--- config.mk ---
export PLATFORM = sky130hd
export DESIGN_NAME = rr_grant_arbiter_flat
export DESIGN_NICKNAME = d
export VERILOG_FILES = /design/src/rtl/rr_grant_arbiter_if.sv /design/src/rtl/rr_grant_arbiter.sv /design/src/flat_wrapper.sv
export SDC_FILE = /design/constraint.sdc
export NUM_CORES = 1
export LEC_CHECK = 0
export ABC_AREA = 0
export BUFFER_PORTS_ARGS = -buffer_cell sky130_fd_sc_hd__buf_2
export CORE_AREA = 5 5 56 58
export DETAILED_ROUTE_END_ITERATION = 10
export DIE_AREA = 0 0 61 63
export HOLD_SLACK_MARGIN = 0.08
export PLACE_DENSITY = 0.77
export SYNTH_ARGS = -nofsm -noshare
export SYNTH_HDL_FRONTEND = slang
export SYNTH_SLANG_ARGS = --single-unit
export TNS_END_PERCENT = 20
--- constraint.sdc ---
create_clock -name clk -period 7.96 [get_ports clk]
set_clock_uncertainty 0.15 [all_clocks]
set_input_delay 0.398 -clock clk [delete_from_list [all_inputs] [get_ports clk]]
set_output_delay 0.398 -clock clk [all_outputs]
set_load 0.01 [all_outputs]
--- src/rtl/rr_grant_arbiter_if.sv ---
`default_nettype none
// ============================================================================
// Module      : rr_grant_arbiter_if
// Description : Request/grant bundle between N requesters and rr_grant_arbiter.
//               timeout_o exists only when ARB_TIMEOUT_EN is defined.
// Revision    : 1.0 - initial release
// ============================================================================
interface rr_grant_arbiter_if #(
    parameter int N = 8
);
    localparam int IDX_W = $clog2(N);

    logic             enable;
    logic [N-1:0]     req_i;
    logic [N-1:0]     grant_o;
    logic [IDX_W-1:0] grant_idx_o;
    logic             grant_valid_o;
`ifdef ARB_TIMEOUT_EN
    logic             timeout_o;
`endif

    modport master (
        output enable,
        output req_i,
        input  grant_o,
        input  grant_idx_o,
`ifdef ARB_TIMEOUT_EN
        input  timeout_o,
`endif
        input  grant_valid_o
    );

    modport slave (
        input  enable,
        input  req_i,
        output grant_o,
        output grant_idx_o,
`ifdef ARB_TIMEOUT_EN
        output timeout_o,
`endif
        output grant_valid_o
    );
endinterface
`default_nettype wire

--- src/rtl/rr_grant_arbiter.sv ---
`default_nettype none
// ============================================================================
// Module      : rr_grant_arbiter
// Description : Round-robin arbiter with registered one-hot grant, binary index
//               and owner lock. Optional hold timeout via ARB_TIMEOUT_EN.
// Revision    : 1.0 - initial release
// ============================================================================
module rr_grant_arbiter #(
    parameter int N = 8
`ifdef ARB_TIMEOUT_EN
    ,
    parameter int MAX_HOLD = 16
`endif
) (
    input  wire logic          clk,
    input  wire logic          rst,
    rr_grant_arbiter_if.slave  bus
);
    localparam int IDX_W = $clog2(N);
    localparam logic [IDX_W-1:0] c_PTR_INIT = IDX_W'(N - 1);
    localparam logic [IDX_W:0]   c_N        = (IDX_W + 1)'(N);

    typedef enum logic [0:0] {
        ST_IDLE    = 1'b0,
        ST_GRANTED = 1'b1
    } state_t;

    state_t           r_state;
    logic [IDX_W-1:0] r_ptr;
    logic [IDX_W-1:0] r_idx;
    logic [N-1:0]     r_grant;
    logic             r_valid;

    logic             w_owner_req;
    logic             w_expire;
    logic [N-1:0]     w_cand;
    logic [2*N-1:0]   w_dbl;
    logic [IDX_W:0]   w_shamt;
    logic [N-1:0]     w_rot;
    logic [IDX_W-1:0] w_off;
    logic [IDX_W:0]   w_sum;
    logic             w_found;
    logic [IDX_W-1:0] w_winner;

    function automatic logic [N-1:0] f_onehot(input logic [IDX_W-1:0] idx);
        logic [N-1:0] v;
        v      = '0;
        v[idx] = 1'b1;
        return v;
    endfunction

    assign w_owner_req = bus.req_i[r_idx];

`ifdef ARB_TIMEOUT_EN
    localparam int c_HOLD_W = $clog2(MAX_HOLD + 1);
    localparam logic [c_HOLD_W-1:0] c_HOLD_LAST = c_HOLD_W'(MAX_HOLD - 1);

    logic [c_HOLD_W-1:0] r_hold;
    logic                r_timeout;

    assign w_expire      = (r_state == ST_GRANTED) && w_owner_req && (r_hold == c_HOLD_LAST);
    assign bus.timeout_o = r_timeout;
`else
    assign w_expire = 1'b0;
`endif

    // On expiry the current owner is masked out so the search lands on someone else.
    assign w_cand  = w_expire ? (bus.req_i & ~r_grant) : bus.req_i;
    assign w_found = |w_cand;

    // Rotate candidates so bit 0 is ptr+1; the doubled vector makes the wrap at N-1.
    assign w_dbl   = {w_cand, w_cand};
    assign w_shamt = {1'b0, r_ptr} + (IDX_W + 1)'(1);
    assign w_rot   = N'(w_dbl >> w_shamt);

    always_comb begin
        w_off = '0;
        for (int i = N - 1; i >= 0; i--) begin
            if (w_rot[i]) begin
                w_off = IDX_W'(i);
            end
        end
    end

    assign w_sum    = w_shamt + {1'b0, w_off};
    assign w_winner = (w_sum >= c_N) ? IDX_W'(w_sum - c_N) : IDX_W'(w_sum);

    always_ff @(posedge clk) begin
        if (rst) begin
            r_state   <= ST_IDLE;
            r_grant   <= '0;
            r_idx     <= '0;
            r_valid   <= 1'b0;
            r_ptr     <= c_PTR_INIT;
`ifdef ARB_TIMEOUT_EN
            r_hold    <= '0;
            r_timeout <= 1'b0;
`endif
        end else begin
`ifdef ARB_TIMEOUT_EN
            r_timeout <= 1'b0;
`endif
            if (!bus.enable) begin
                r_state <= ST_IDLE;
                r_grant <= '0;
                r_valid <= 1'b0;
            end else if ((r_state == ST_GRANTED) && w_owner_req && !w_expire) begin
`ifdef ARB_TIMEOUT_EN
                r_hold <= r_hold + 1'b1;
`endif
            end else if (w_found) begin
                r_state <= ST_GRANTED;
                r_grant <= f_onehot(w_winner);
                r_idx   <= w_winner;
                r_valid <= 1'b1;
                r_ptr   <= w_winner;
`ifdef ARB_TIMEOUT_EN
                r_hold    <= '0;
                r_timeout <= w_expire;
`endif
            end else if (w_expire) begin
                // Nobody else waiting: owner keeps the grant with a fresh budget.
`ifdef ARB_TIMEOUT_EN
                r_hold <= '0;
`endif
            end else begin
                r_state <= ST_IDLE;
                r_grant <= '0;
                r_valid <= 1'b0;
            end
        end
    end

    assign bus.grant_o       = r_grant;
    assign bus.grant_idx_o   = r_idx;
    assign bus.grant_valid_o = r_valid;
endmodule
`default_nettype wire

--- src/flat_wrapper.sv ---
// flat-port wrapper written by rule: the top's interface ports become plain ports
module rr_grant_arbiter_flat 
#(
    parameter int N = 8

)
  (clk, rst, bus_enable, bus_req_i, bus_grant_o, bus_grant_idx_o, bus_grant_valid_o);
  rr_grant_arbiter_if #(.N(N)) bus_i ();
  input  wire logic clk;
  input  wire logic rst;
  input wire logic [$bits(bus_i.enable)-1:0] bus_enable;
  input wire logic [$bits(bus_i.req_i)-1:0] bus_req_i;
  output wire logic [$bits(bus_i.grant_o)-1:0] bus_grant_o;
  output wire logic [$bits(bus_i.grant_idx_o)-1:0] bus_grant_idx_o;
  output wire logic [$bits(bus_i.grant_valid_o)-1:0] bus_grant_valid_o;
  assign bus_i.enable = bus_enable;
  assign bus_i.req_i = bus_req_i;
  assign bus_grant_o = bus_i.grant_o;
  assign bus_grant_idx_o = bus_i.grant_idx_o;
  assign bus_grant_valid_o = bus_i.grant_valid_o;
  rr_grant_arbiter #(.N(N)) u_core (.clk(clk), .rst(rst), .bus(bus_i));
endmodule
Word-level counts from Yosys, hierarchy flattened
Index checks and enable logic that the tools add are counted.
- word-level logic and storage cells: 34
- register bits: 15
- output and inout port bits: 12
- add/sub/neg operators: 3
- muxes and demuxes: 15
- reductions and logical operators: 5
- $lt $le $gt $ge: 4
- bitwise logic cells: 2
- shifts and indexed selects: 1
- operators by type and width (kind ; number):
    $mux 3 ; 9
    $shr 16x4->8 ; 1
    $lt 3x4->1 const B ; 2
    $mux 8 ; 1
    $reduce_or 8->1 ; 1
    $add 3x1->4 const B ; 1
    $add 4x3->4 ; 1
    $ge 4x4->1 const B ; 1
    $bmux 1 s3 ; 1
    $demux 1 s3 ; 1
    $ge 3x1->1 const B ; 1
    $mux 1 ; 3
    $reduce_and 3->1 ; 1
    $sub 3x1->3 const B ; 1
    $logic_and 1x1->1 ; 2
    $not 1->1 ; 2
    $reduce_or 2->1 ; 1

Longest topological paths before layout
Gate-level depths: netlist of the first run.
- word-level depth: 18
- mapped depth: 14

Worst setup path after synthesis of the first run
No wires, ideal clock.
- path kind: reg2reg
- start: register u_core.r_ptr[0]
- end: register u_core.r_ptr[2]
- data arrival time: 3.388 ns
- stages on the path, launching flop included: 13
- setup time: 0.115 ns
- setup slack: 4.306 ns
- buffers on the path: 3
- clock period less this slack: 3.654 ns
- cell sequence: dfxtp_1 > buf_6 > buf_2 > mux4_2 > nor3_1 > o21a_1 > o221ai_2 > ha_1 > fa_1 > clkdlybuf4s50_2 > o31ai_1 > a22oi_1 > a31o_1
- word-level cells in the longest chain between the ends: 13
- RTL lines (element ; RTL line ; text):
    start, declared ; rr_grant_arbiter.sv:29 ; logic [IDX_W-1:0] r_ptr;
    start signal, assigned ; rr_grant_arbiter.sv:94 ; r_ptr <= c_PTR_INIT;
    start signal, assigned ; rr_grant_arbiter.sv:116 ; r_ptr <= w_winner;
    $add 3x1->4 * ; rr_grant_arbiter.sv:73 ; assign w_shamt = {1'b0, r_ptr} + (IDX_W + 1)'(1);
    $shr 16x4->8 ; rr_grant_arbiter.sv:74 ; assign w_rot = N'(w_dbl >> w_shamt);
    $mux 3 (8 in series) ; rr_grant_arbiter.sv:79 ; if (w_rot[i]) begin
    $add 4x3->4 * ; rr_grant_arbiter.sv:85 ; assign w_sum = w_shamt + {1'b0, w_off};
    $ge 4x4->1 or $sub 3x1->3 (tied branches) ; rr_grant_arbiter.sv:86 ; assign w_winner = (w_sum >= c_N) ? IDX_W'(w_sum - c_N) : IDX_W'(w_sum);
    $mux 3 * ; rr_grant_arbiter.sv:86 ;
Mark *: on every way between the ends. The rest lies on a longest branch, timed or not.
A chain may end at the register's enable or synchronous reset.

Final worst setup path of the first run
- start: register u_core.r_ptr[1]
- end: register u_core.r_ptr[2]
The elaborated chain is that of the path after synthesis.

==> impl_metrics.yaml, run 1 <==
cells_and_area:
  multiInputGateArea_um2: 973
  drive_gt1_share_pct: 34.0
  fillers: 237
  nets: 170
  diodes: 0
  final_area_um2: 1460
  syn2layout_area_growth_pct: 7.45
  seq_area_um2: 300
  postLayoutCoreUtil_pct: 55.9
place:
  gp_congestion: 0.966
  hpwl_mm: 2.38
  portBuffers: 22
  dpl_cell_area_um2: 1430
drt:
  via_count: 1197
  first_iter_violations: 43
  ant_nets: 0
  wl_mm: 3.10
  vias_per_cell: 6.40
  firstDrtPassIters: 4
  wl_per_cell_um: 16.6
  drc: 0
setup_path:
  worstSetupPathType: "flip-flop to flip-flop"
  arrival_ps: 3810
  worstPathMaxFanout: 19
  start_kind: "flip-flop"
  required_ps: 8000
  end_kind: "flip-flop"
clocking:
  cts-resized-gates: 0
  root_buffer: "clkbuf_4"
  post_cts_buffers: 0
  cts_made_buffers: 3
  h-tree-depth: 1
  clock_latency_ps: 290
  ctsHoldBuffers: 0
  cts_tree: "done"
  cts.path.max_buffers: 2
  clock-sinks: 15
  cts.clk_slew.worst_paths_ps: 90
floorplan:
  top_level_ports: 23
  start_util_pct: 52.0
  die-height_um: 63
  rows: 19
  dieArea_um2: 3840
  die_w_um: 61
  core_um2: 2620
yosys:
  synth_seq_cells: 15
  synth_edf_count: 0
  ys.flop_type: "dfxtp_1"
  yosysTopAreaCell: "dfxtp_1"
  synth_area_leaders: "dfxtp_1 22%, mux4_2 8.3%, mux4_1 3.9%, a32o_1 2.9%, mux2i_1 2.9%"
  syn_inst: 140
  ys_seq_area_share_pct: 22.1
  synth_nets: 153
  synth_top_area_share_pct: 22.1
  synth_area_per_cell_um2: 9.71
  yosysWarnings: 0
  ys_async_sr_fraction_pct: 0
  netlist_area_um2: 1360
  synth.lib_cells_used.distinct: 60
power:
  power_density_nw_per_um2: 314
  power_leakage_nw: 0.585
  fin_total_pwr_w: 0.000459
  ir_worst_vdd_uv: 175
timing:
  final-hold-violation-count: 0
  rsz0062_at_grt: "no"
  finalCriticalPeriod_ps: 3770
  slew_violations: 0
  maxSlewHeadroom_pct: 46.2
  tns_ps: 0
  worst_pin_slew_ps: 806
  fmax_mhz: 265
  setup_viol: 0
  fin_crit_sh_pct: 47.3
outcome:
  outcome: "finished clean"
job:
  cap_violations: 0
grt:
  grt_pass1_wl_mm: 5.11
  antenna_found_initial: 0
  grt_max_degree: 23
  gr-total-overflow: 0
  first_global_vias: 1096
  grt_usage_pct: 17.0
worst_hold_path:
  hp-class: "input port to flip-flop"
[layer usage]
| layer | part of all wire, % | vias to the layer above | wire length [µm] | track usage (%) |
|---|---|---|---|---|
| met4 | 1.2 | 0 | 38 | 4.88 |
| li1 | - | 583 | - | - |
| met3 | 5.3 | 4 | 163 | 1.86 |
| met5 | 0 | - | 0 | 0 |
| met1 | 43 | 568 | 1330 | 23.6 |
| met2 | 51 | 42 | 1570 | 27.0 |
[cell usage after synthesis, types with 2 or more instances]
master	number
nor3_1	3
a211oi_1	2
nand2_1	6
nand3_1	5
nor2_2	3
nor3b_1	2
o221ai_2	2
nor2_1	8
buf_2	4
dfxtp_1	15
mux2_2	3
o31ai_1	2
a21oi_1	5
mux4_2	5
a22oi_1	2
mux2i_1	4
inv_1	3
and3_1	2
mux4_1	2
o21ai_0	6
a22o_1	3
or4_1	2
nor2b_1	2
o21a_1	2
a21o_1	2
a32o_1	4
buf_6	2
or2_2	2
nand2b_1	6
[critical path, cell delays in order, from the launching register on]
cell	delay [ps]
dfxtp_1	790
mux2i_1	430
a2bb2oi_1	260
a311oi_2	150
nor3_1	200
o21a_1	160
o221ai_2	100
ha_1	230
fa_1	550
o31ai_1	290
a22oi_1	120
a31o_1	230
[cells in the final DEF, fill, tap and decap left out, types with 2 or more instances in the layout]
master and instances:
buf_2 22, dfxtp_1 15, nor2_1 8, o21ai_0 6, nand2b_1 6, nand2_1 6, mux4_2 5, a21oi_1 5
nand3_1 5, mux2i_1 4, a32o_1 4, inv_1 3, mux2_2 3, nor3_1 3, a22o_1 3, nor2_2 3
clkbuf_4 3, or2_2 2, nor2b_1 2, o21a_1 2, mux4_1 2, o221ai_2 2, o31ai_1 2, and3_1 2
nor3b_1 2, or4_1 2, a21o_1 2, a22oi_1 2, a211oi_1 2
[sequential cells by signal, summed over array words and instances (netlist names)]
signal,flops
u_core.r_state,1
u_core.r_ptr,3
u_core.bus.grant_idx_o,3
u_core.bus.grant_o,8
[path summary, 6_finish.rpt]
| kind | startpoint | cells past startpoint | endpoint | slack, ps |
|---|---|---|---|---|
| max | u_core.r_ptr[1]$_SDFFE_PP1P_ | 11 | u_core.r_ptr[2]$_SDFFE_PP1P_ | 4190 |
| min | bus_enable | 3 | u_core.r_state$_SDFFE_PP0N_ | 240 |
| max reg2reg | u_core.r_ptr[1]$_SDFFE_PP1P_ | 11 | u_core.r_ptr[2]$_SDFFE_PP1P_ | 4190 |
| min reg2reg | u_core.bus.grant_o[0]$_SDFFE_PP0N_ | 2 | u_core.bus.grant_o[0]$_SDFFE_PP0N_ | 300 |
[per-stage QoR]
| stage | hold WS (ps) | cells | setup slack (ps) |
|---|---|---|---|
| floorplan | 321 | 140 | 4310 |
| global placement | 285 | 183 | 4330 |
| detailed placement | 290 | 183 | 4240 |
| CTS | 239 | 187 | 4220 |
| global route | 257 | 187 | 3980 |
| finish | 239 | 187 | 4190 |
[layout make-up]
cell class / instances / area share, %
flip-flops and latches: 15 / 20.5
inverters: 3 / 0.771
clock inverters: 1 / 0.342
multi-input cells: 112 / 66.6
repair buffers: 22 / 7.53
well taps: 31 / 2.65
clock buffers: 3 / 1.54
[where the power goes]
group	total, W	switching (W)	internal [W]
clock	0.0000443	0.0000256	0.0000187
combinational	0.000281	0.000152	0.000129
sequential	0.000134	0.0000392	0.0000949
[cells by family (layout without fill, tap and decap cells)]
family / count (synthesis) / count (layout) / share of synthesized area (%)
and+or+nand+nor: 49 / 49 / 21.2
AOI/OAI and AO/OA: 45 / 45 / 28.6
DFF: 15 / 15 / 22.1
muxes: 14 / 14 / 17.6
buffers and inverters: 13 / 29 / 6.35
adders and majority gates: 2 / 2 / 2.39
xor gates and xnor gates: 2 / 2 / 1.84
Note: power is estimated with default switching activity, not from simulation.
==> inputs of run 2 (changes only) <==
ABC_AREA = 1   (was 0)
CORE_AREA = 5 5 54 56   (was 5 5 56 58)
DIE_AREA = 0 0 59 61   (was 0 0 61 63)
PLACE_DENSITY = 0.78   (was 0.77)
clock period = 3.64 ns   (was 7.96 ns; I/O delays follow)
==> run 2 against run 1 <==
Worst setup slack worse by 3800 ps. Register-to-register slack worse by 3800 ps. Hold slack worse by 130 ps. Global-route usage is 0.78 points higher. Sequential share of layout area is 0.54 points higher. Wire length is 7.7% lower. Synthesized area is 8.2% lower. Final area is 2.6% lower. Combinational power is 150% higher. First-iteration DRC count is 12% lower.
==> impl_metrics.yaml, run 2 <==
setup_path:
  worstPathMaxFanout: 10
  cp_slowest_stage_delay_ps: 660
  end_kind: "flip-flop"
  arrival_ps: 3290
  required_ps: 3710
  reg2reg_from: "u_core.r_ptr[1]$_SDFFE_PP1P_"
  worstSetupPathType: "flip-flop to flip-flop"
  crit_chain: "inv_4 -> nand3_1 -> nand3_1 -> nand2_2 -> a31oi_1 -> o21ai_0 -> nand2_1 -> nand2_1 -> nand2_1 -> ha_1 -> fa_1 -> xnor2_1 -> inv_1 -> nand2_4 -> nand3_1 -> a21oi_1"
  r2r_cells: 16
  start_kind: "flip-flop"
  cp_slowest_cell: "dfxtp_1"
  r2r_slack_ps: 420
  r2r_end: "u_core.bus.grant_idx_o[2]$_SDFFE_PP0P_"
worst_hold_path:
  hold_depth: 3
  hp-start: "bus_req_i[3]"
  hp-class: "input port to flip-flop"
  min_to: "u_core.r_state$_SDFFE_PP0N_"
drt:
  wl_per_cell_um: 12.5
  drc: 0
  wl_mm: 2.86
  firstDrtPassIters: 4
  via_count: 1231
  ant_nets: 0
  first_iter_violations: 38
  vias_per_cell: 5.38
cells_and_area:
  postLayoutCoreUtil_pct: 59.6
  drive_gt1_share_pct: 33.2
  layout_commonest_cell: "nand2_1"
  seq_area_um2: 300
  fillers: 230
  multiInputGateArea_um2: 867
  nets: 213
  largest_register_ffs: 8
  syn2layout_area_growth_pct: 14.0
  final_cell_mix: "45 x nand2_1, 22 x buf_2, 21 x nand3_1, 15 x dfxtp_1, 12 x a21oi_1"
  diodes: 0
yosys:
  synth_top_area_share_pct: 24.0
  synth_nets: 186
  synth.lib_cells_used.distinct: 29
  synth_seq_cells: 15
  yosysTopAreaCell: "dfxtp_1"
  netlist_area_um2: 1250
  ys_seq_area_share_pct: 24.0
  ys_async_sr_fraction_pct: 0
  synthTopCellsByCount: "45 x nand2_1, 21 x nand3_1, 15 x dfxtp_1, 12 x a21oi_1, 11 x nand3_2"
  synth_area_leaders: "dfxtp_1 24%, nand2_1 14%, nand2_4 9.0%, nand3_2 8.8%, nand3_1 8.4%"
  ys.flop_type: "dfxtp_1"
  syn_inst: 173
  synth_edf_count: 0
  synth.most_common_cell: "nand2_1"
  synth_area_per_cell_um2: 7.22
  yosysWarnings: 0
place:
  gp_congestion: 0.767
  portBuffers: 22
  hpwl_mm: 2.29
clocking:
  cts_tree: "done"
  cts_made_buffers: 3
  cts.clk_slew.worst_paths_ps: 100
  cts-resized-gates: 0
  cts.path.max_buffers: 2
  clock_latency_ps: 290
  clock-sinks: 15
  root_buffer: "clkbuf_4"
  h-tree-depth: 1
job:
  cap_violations: 0
grt:
  first_global_vias: 1198
  grt_pass1_wl_mm: 5.01
  grt_usage_pct: 17.7
  gr-total-overflow: 0
  grt_max_degree: 11
  antenna_found_initial: 0
power:
  ir_worst_vdd_uv: 498
  power_leakage_nw: 0.719
  power_density_nw_per_um2: 745
timing:
  whs_ps: 105
  maxSlewHeadroom_pct: 64.9
  fin_crit_sh_pct: 88.5
  slew_violations: 0
  final-hold-violation-count: 0
  tns_ps: 0
  fmax_mhz: 311
  finalCriticalPeriod_ps: 3220
  worst_pin_slew_ps: 526
  rsz0062_at_grt: "no"
  setup_viol: 0
floorplan:
  rows: 18
  top_level_ports: 23
  dieArea_um2: 3600
  die_w_um: 59
  start_util_pct: 52.3
  die-height_um: 61
  core_um2: 2390
outcome:
  outcome: "finished clean"
-- run 2: where the power goes --
group / switching, W / total, W / internal [W]
sequential: 0.0000577 / 0.000261 / 0.000204
clock: 0.0000566 / 0.0000975 / 0.0000409
combinational: 0.000448 / 0.000702 / 0.000254
-- run 2: layout make-up --
| type | count | share of cell area [%] |
|---|---|---|
| sequential | 15 | 21.1 |
| timing repair buffer | 25 | 9.84 |
| clock inverter | 1 | 0.351 |
| clock buffer | 3 | 1.58 |
| multi-input combinational | 144 | 60.9 |
| inverter | 11 | 3.60 |
| tap | 30 | 2.64 |
-- run 2: repair_timing --
action	CTS	global route
setup buffers	0	0
endpoints found under the setup margin	0	0
hold endpoints to repair	6	0
hold buffers	3	0
-- run 2: layer usage --
layer  track usage [%]  part of all wire, %  up-vias
li1                  -                    -      636
met1              23.9                   48      569
met2              30.0                   48       22
met3              2.13                  3.0        4
met4              4.85                 0.73        0
met5                 0                    0        -
-- run 2: critical path: cells and delay by family, from the launching register on --
kind	cells	cell delay [ps]
simple gates	8	780
flops	1	660
fa+ha+maj	2	640
compound gates	3	340
xor+xnor	1	290
buf+inv	2	280
-- run 2: kinds of logic (layout without fill, tap and decap cells) --
family                   Yosys count  count (layout)  synth area share (%)
AO/OA/AOI/OAI                     22              22                  9.72
adder cells (fa/ha/maj)            2               2                  2.61
XOR/XNOR                           1               1                 0.702
flip-flops                        15              15                  24.0
AND/OR/NAND/NOR                  119             119                  56.4
buffers and inverters             14              40                  6.51
-- run 2: through the flow --
step / setup WS, ps / cell area [µm²] / instances / total power, W
2_1_floorplan: 873 / 1250 / 173 / 0.000831
3_5_place_dp: 435 / 1370 / 222 / 0.000958
5_1_grt: 47.2 / 1420 / 229 / 0.00116
4_1_cts: 421 / 1420 / 229 / 0.00106
6_report: 420 / 1420 / 229 / 0.00106
3_3_place_gp: 495 / 1370 / 222 / 0.000943
-- run 2: worst max path at each step --
stage / start / endpoint / slack, ps / depth (start not counted)
3_5_place_dp: u_core.r_ptr[1]$_SDFFE_PP1P_ / u_core.bus.grant_o[1]$_SDFFE_PP0N_ / 430 / 17
5_1_grt: u_core.r_ptr[1]$_SDFFE_PP1P_ / u_core.bus.grant_o[7]$_SDFFE_PP0N_ / 50 / 16
2_1_floorplan: u_core.r_ptr[0]$_SDFFE_PP1P_ / u_core.bus.grant_o[0]$_SDFFE_PP0N_ / 870 / 19
3_3_place_gp: u_core.r_ptr[1]$_SDFFE_PP1P_ / u_core.bus.grant_o[1]$_SDFFE_PP0N_ / 500 / 17
4_1_cts: u_core.r_ptr[1]$_SDFFE_PP1P_ / u_core.bus.grant_o[7]$_SDFFE_PP0N_ / 420 / 16
6_report: u_core.r_ptr[1]$_SDFFE_PP1P_ / u_core.bus.grant_idx_o[2]$_SDFFE_PP0P_ / 420 / 16
